`src/rtl/exreg_byte_store.sv`:
```
// exreg_byte_store: streams the low N bytes of a wide register to byte memory,
// most significant byte first, one byte per accepted write.
module exreg_byte_store #(
    parameter int DATA_WIDTH = 256,
    parameter int ADDR_WIDTH = 32,
    parameter int MAX_BYTES = DATA_WIDTH / 8
) (
    input  logic                  clock,
    input  logic                  reset,
    input  logic                  we,
    input  logic [DATA_WIDTH-1:0] src,
    input  logic [ADDR_WIDTH-1:0] baseAddr,
    input  logic [5:0]            byteCount,
    output logic                  busy,
    output logic                  done,
    output logic                  memWE,
    output logic [ADDR_WIDTH-1:0] memAddr,
    output logic [7:0]            memWData,
    input  logic                  memReady
);
    typedef enum logic [1:0] {IDLE, WRITE, DONE} state_t;
    state_t state, nextState;
    logic wePrev;
    logic start;
    logic accept;
    logic [5:0] nClamp;
    logic [5:0] remaining;
    logic [DATA_WIDTH-1:0] shiftReg;
    logic [ADDR_WIDTH-1:0] addrReg;

    assign start = we && !wePrev;
    assign accept = memWE && memReady;
    assign nClamp = (byteCount > 6'(MAX_BYTES)) ? 6'(MAX_BYTES) : byteCount;

    // The first byte to emit is left-aligned so every accept is a plain shift by 8.
    always_ff @(posedge clock) begin
        if (reset) begin
            state <= IDLE;
            wePrev <= 1'b0;
            shiftReg <= '0;
            addrReg <= '0;
            remaining <= '0;
        end else begin
            state <= nextState;
            wePrev <= we;
            if (state == IDLE && start) begin
                shiftReg <= src << {6'(MAX_BYTES) - nClamp, 3'b000};
                addrReg <= baseAddr;
                remaining <= nClamp;
            end else if (accept) begin
                shiftReg <= shiftReg << 8;
                addrReg <= addrReg + ADDR_WIDTH'(1);
                remaining <= remaining - 6'd1;
            end
        end
    end

    always_comb begin
        nextState = state;
        if (state == IDLE && start)
            nextState = (nClamp == 6'd0) ? DONE : WRITE;
        else if (state == WRITE && accept && remaining == 6'd1)
            nextState = DONE;
        else if (state == DONE)
            nextState = IDLE;
    end

    always_comb begin
        busy = state == WRITE;
        done = state == DONE;
        memWE = busy;
        memAddr = busy ? addrReg : '0;
        memWData = busy ? shiftReg[DATA_WIDTH-1 -: 8] : 8'h00;
    end
endmodule

```
`config.mk`:
```
export PLATFORM = sky130hd
export DESIGN_NAME = exreg_byte_store
export DESIGN_NICKNAME = d
export VERILOG_FILES = /design/src/rtl/exreg_byte_store.sv
export SDC_FILE = /design/constraint.sdc
export NUM_CORES = 2
export LEC_CHECK = 0
export BUFFER_PORTS_ARGS = -buffer_cell sky130_fd_sc_hd__buf_2
export CAP_MARGIN = 10
export CORE_MARGIN = 1.5
export CORE_UTILIZATION = 54
export DETAILED_ROUTE_END_ITERATION = 8
export PLACE_DENSITY = 0.78
export SYNTH_ARGS = -nofsm -noshare
export SYNTH_HDL_FRONTEND = slang
export SYNTH_SLANG_ARGS = --single-unit
```
`constraint.sdc`:
```
create_clock -name clock -period 3.7 [get_ports clock]
set_input_delay 0.74 -clock clock [delete_from_list [all_inputs] [get_ports clock]]
set_output_delay 0.74 -clock clock [all_outputs]
set_load 0.05 [all_outputs]
```
After elaboration in Yosys (flattened, before gate mapping):

Cells that the tools add are included.

* logic and storage cells: 36
* register bits: 297
* output and inout port bits: 43
* input port bits: 298

* add/subtract/negate cells: 3
* multiplexer cells: 13
* magnitude comparators: 1
* eq/ne operators: 3
* shift operators: 1
* reductions and logical operators: 10

Operators with widths (count)
* $mux W256: 2
* $shl A256 B9 Y256: 1
* $mux W32: 3
* $add A32 B1 Y32 const B: 1
* $mux W6: 3
* $mux W2: 4
* $mux W8: 1
* $eq A6 B1 Y1 const B: 1
* $gt A6 B6 Y1 const B: 1
* $logic_not A6 Y1: 1
* $sub A6 B1 Y6 const B: 1
* $sub A6 B6 Y6 const A: 1
* $logic_and A1 B1 Y1: 5
* $reduce_bool A3 Y1: 1
* $eq A2 B1 Y1 const B: 1
* $eq A2 B2 Y1 const B: 1
* $logic_not A2 Y1: 1
* $reduce_bool A2 Y1: 1
* $logic_not A1 Y1: 1

Depth between registers and ports, before layout:

* depth after elaboration: 6
* depth in mapped cells: 18
* depth with buffers taken out: 9

Least setup slack after synthesis:

OpenSTA, ideal clock, no wires.

* kind: input-to-reg
* from: input port byteCount[5]
* to: register shiftReg[152]
* library setup time: 0.120 ns
* arrival: 3.838 ns
* path buffers: 8
* path slack: -0.258 ns
* stages on the path: 16
* required time: 3.580 ns
* path through: and2b_4 > buf_12 > inv_2 > buf_2 > buf_2 > buf_1 > ha_1 > buf_2 > buf_4 > inv_2 > buf_2 > clkbuf_1 > nand2_1 > a311oi_1 > a211oi_1 > a211o_1

* word-level cells in the longest chain between the ends: 5

RTL lines
* start, declared: RTL line 13 `input logic [5:0] byteCount,`
* $gt A6 B6 Y1: RTL line 33 `assign nClamp = (byteCount > 6'(MAX_BYTES)) ? 6'(MAX_BYTES) : byteCount;`
* $mux W6 *: RTL line 33
* $sub A6 B6 Y6 *: RTL line 47 `shiftReg <= src << {6'(MAX_BYTES) - nClamp, 3'b000};`
* $shl A256 B9 Y256 *: RTL line 47
* $mux W256 *: RTL line 46 `if (state == IDLE && start) begin`
* end signal, assigned: RTL line 47
* end signal, assigned: RTL line 51 `shiftReg <= shiftReg << 8;`
* end, declared: RTL line 28 `logic [DATA_WIDTH-1:0] shiftReg;`

Every way passes the cells marked *; elsewhere a longest branch is shown, timed or not.
A chain may end at the register's enable or synchronous reset.

Final worst setup path:

* from: input port byteCount[5]
* to: register shiftReg[67]

Same word-level chain as after synthesis.

==> metrics.md <==
| Metric | Value |
|---|---|
| Outcome | `completed` |
| Num rows | `a little over 80` |
| Slowest stage cell, crit path | `mux4_2` |
| Peak Freq | `~0.31 GHz` |
| TritonCTS clock tree | `yes` |
| Crit end category | `register` |
| P per Cell Area | `approximately 400 nW/um^2` |
| Fillers | `roughly 4.2k` |
| Post-CTS Setup Bufs | `0` |
| Largest net degree at the start of global routing | `150` |
| DP HPWL | `between 80000 and 90000 microns` |
| GRT overflow | `0` |
| CTS max path bufs | `3` |
| Antenna violations before repair | `30` |
| Tcrit/Tclk final | `between 80% and 90%` |
| GPL Wtd Cong | `roughly 1.1` |
| Hold Path Origin | `baseAddr[0]` |
| CP max FO | `21` |
| Worst Hold Class | `input port to register` |
| Worst EP arrival | `~3.7 ns` |
| Pre-CTS setup slack | `between 0.05 and 0.06 ns` |
| Vias post-DR | `~30k` |
| Post-Syn Area | `roughly 27000 sq um` |
| Top delay family on crit path | `simple AND/OR/NAND/NOR gates` |
| Area of the multi-input gates | `19250 sq um` |
| Ys Warns | `0` |
| I/O pins | `~340` |
| Final setup fails | `0` |
| Clock power frac | `just under 30%` |
| NetSw | `4846 uW` |
| Nets | `3796` |
| Routed Antenna Nets | `0` |
| Number of port buffers | `340` |
| Net Sw Frac | `a little under two fifths` |
| Worst r2r dst | `shiftReg[186]` |
| Cells on worst reg2reg path | `7` |
| CTS buffer count | `35` |
| Max-slew headroom | `~16%` |
| Clk pin slew, worst setup/hold paths | `~0.06 ns` |
| Startpoint types | `input port` |
| Die width | `roughly 230 microns` |
| Post-route insts no fill | `~4.2k` |
| Register area | `about 5900 sq um` |
| FF+latch count, synth | `roughly 300` |
| Primary FF master, synth | `dfxtp_1` |
| Sequential power share | `between 20% and 30%` |
| Worst-Margin Slew | `between 1 and 1.5 ns` |
| CP Buf/Inv Count | `3` |
| Worst skew pair latency | `~0.58 ns` |
| # DRC | `0` |
| P&R area growth vs syn | `16.69%` |
| Vias in the first global route | `27.51k` |
| Pint | `7777 uW` |
| Pre-Repair DR Iteration Count | `9` |
| Leakage | `about 0.013 uW` |
| Worst-path cell chain | `buf_2 -> and2b_4 -> inv_4 -> ha_4 -> and3b_1 -> nor3_4 -> buf_12 -> mux4_2 -> o21ai_0 -> nand2_1 -> a211oi_1` |
| Core ar. | `approximately 49000 sq um` |
| Worst reg2reg setup slack | `0.70 ns` |
| Register area share after synthesis | `roughly 22%` |
| Post-layout util | `roughly 64%` |
| Dpl cells | `slightly above 4k` |
| GRT Resource Usage Total | `a little under half` |
| Number of hold buffers added after cts | `0` |
| WL final | `120100 microns` |
| Critical Path RT | `4.17 ns` |
| Hold path cells | `3` |
| Min cycle time layout | `around 3.2 ns` |
| Final WS setup | `about 0.48 ns` |
| WL/cell | `28.51 microns` |
| Mapped Cells | `between 3k and 4k` |
| FF-to-FF Start | `state[1]` |
| Worst Skew | `around 0.02 ns` |
| Root buf cell | `clkbuf_16` |
| Max-Cap Viols | `0` |
| # clock sinks | `297` |
| Final Max Tran Viols | `0` |
| Hold Vio Cnt, Final | `0` |
| Post-CTS resize count | `0` |
| Unrepaired setup endpoints after global routing | `false` |
| Share of cells above drive strength 1 | `between 20% and 30%` |
| Peak supply drop | `about 250 uV` |
| Setup CP Type | `input port to register` |
| Crit-path max cell delay | `between 0.5 and 0.6 ns` |
| H-tree Lvls | `2` |
| Initial Util | `~55%` |
| Die Height | `around 230 microns` |
| Vias per inst | `between 7 and 8` |
| DRT iter0 DRCs | `roughly 5.3k` |
| Endpoint, Worst Hold | `addrReg[0]` |
| TNS Setup | `0 ns` |
| Combinational share of power | `40.4%` |
| Syn avg cell area | `8.458 sq um` |
| Netlist cell types | `91` |
| Post-synth EDFFs | `0` |
| Asr flop ratio synth | `0%` |
| Die ar. | `51230 sq um` |
| Mapped Nets | `about 3.5k` |
| First-pass GRT wire length | `175800 microns` |
==> worst max-delay path by stage <==
stage | to | from | cells after the start | slack, ns
final | shiftReg[67] | byteCount[5] | 11 | 0.48
after global routing | shiftReg[175] | byteCount[5] | 12 | 0.49
after global placement | shiftReg[140] | byteCount[5] | 10 | 0.07
after floorplan | shiftReg[142] | byteCount[5] | 15 | 0.0008
after detailed placement | shiftReg[140] | byteCount[5] | 10 | 0.05
after CTS | shiftReg[140] | byteCount[5] | 10 | 0.64
==> worst register-to-register path, delay by kind of cell (launching register included) <==
kind,cells,cell delay (ns)
simple gates,3,1.49
buf+inv,2,0.64
compound gates,2,0.39
flops,1,0.38
==> metrics by stage <==
stage	hold WS, ns	instance area [sq um]	power [uW]
2_1_floorplan	0.4485	27030	6877
3_3_place_gp	0.4591	30150	8570
3_5_place_dp	0.4726	30150	8622
4_1_cts	0.4072	31360	12320
5_1_grt	0.4225	31410	12920
6_report	0.4152	31430	12620
==> layout make-up <==
type                    count  share of cell area (%)
diodes                     30                  0.2388
clock buffers              50                   3.383
clock inverters            12                  0.4776
inverters                  20                  0.2508
multi-input cells        2544                   61.23
flip-flops and latches    297                   18.91
well taps                 664                   2.643
repair buffers            596                   12.86
==> synthesized netlist by cell type, types with 7 or more instances <==
cell type  instances  area, sq um
o21ai_0          332         1662
mux2i_1          401         4014
and2_1            56        350.3
inv_1             17        63.81
o211ai_1          36        270.3
o31ai_1            7        52.55
a221oi_1          28        245.2
a21oi_1          125        625.6
buf_1             15        56.30
buf_2            102        510.5
or2_2              8        50.05
buf_6             25        281.5
a32oi_1           16        140.1
dfxtp_1          297         5946
nand4_1            7        43.79
a211oi_1         105        788.3
a22oi_1           11        82.58
buf_4             43        322.8
nor4_1             7        43.79
mux4_2           174         3919
clkbuf_1         134        503.0
or4bb_1            7        78.83
nor2_1           271         1017
o221a_2           11        123.9
or3_1              8        50.05
and3_1            17        106.4
nand2_1          388         1456
a31oi_1           42        262.8
a311oi_1          27        236.5
o221ai_1          37        324.1
mux2_2            38        427.9
nand3b_1           7        52.55
nand3_1           84        420.4
nor3_1            77        385.4
xnor2_1           12        105.1
nand2b_1           8        50.05
o21a_1             7        52.55
o211a_1           36        360.4
o22ai_1           30        187.7
a211o_1            9        78.83
nor2b_1           11        68.82
==> cell usage in the layout, fill, tap and decap left out, types with 105 or more instances in the layout <==
cell	netlist	final
a211oi_1	105	105
mux2i_1	401	399
buf_4	43	223
a21oi_1	125	124
nand2_1	388	387
nor2_1	271	269
o21ai_0	332	332
mux4_2	174	174
buf_2	102	339
dfxtp_1	297	297
==> metal layers <==
metal	GRT usage, %	wire [microns]
met5	0	66
met4	24.62	7730
met3	19.62	20810
met2	62.38	47550
met1	60.10	43970
==> flip-flops by register name, indices dropped and copies added (netlist names) <==
name,flops
wePrev,1
shiftReg,256
state,2
addrReg,32
remaining,6
==> power groups by stage <==
stage | Sequential [uW] | Clock [uW] | Combinational [uW]
detailed placement | 3810 | 0 | 4810
global route | 3790 | 3860 | 5280
global placement | 3800 | 0 | 4770
CTS | 3740 | 3740 | 4840
floorplan | 3740 | 0 | 3140
finish | 3760 | 3760 | 5100
==> kinds of logic after synthesis <==
| logic type | count (synthesis) | share of synthesized area (%) |
|---|---|---|
| xor+xnor | 17 | 0.5527 |
| fa+ha+maj | 4 | 0.1858 |
| compound gates | 921 | 22.57 |
| flops | 297 | 22.07 |
| buf+inv | 344 | 6.809 |
| simple gates | 987 | 16.67 |
| mux | 615 | 31.13 |
Power figures use the tool's default switching activity.
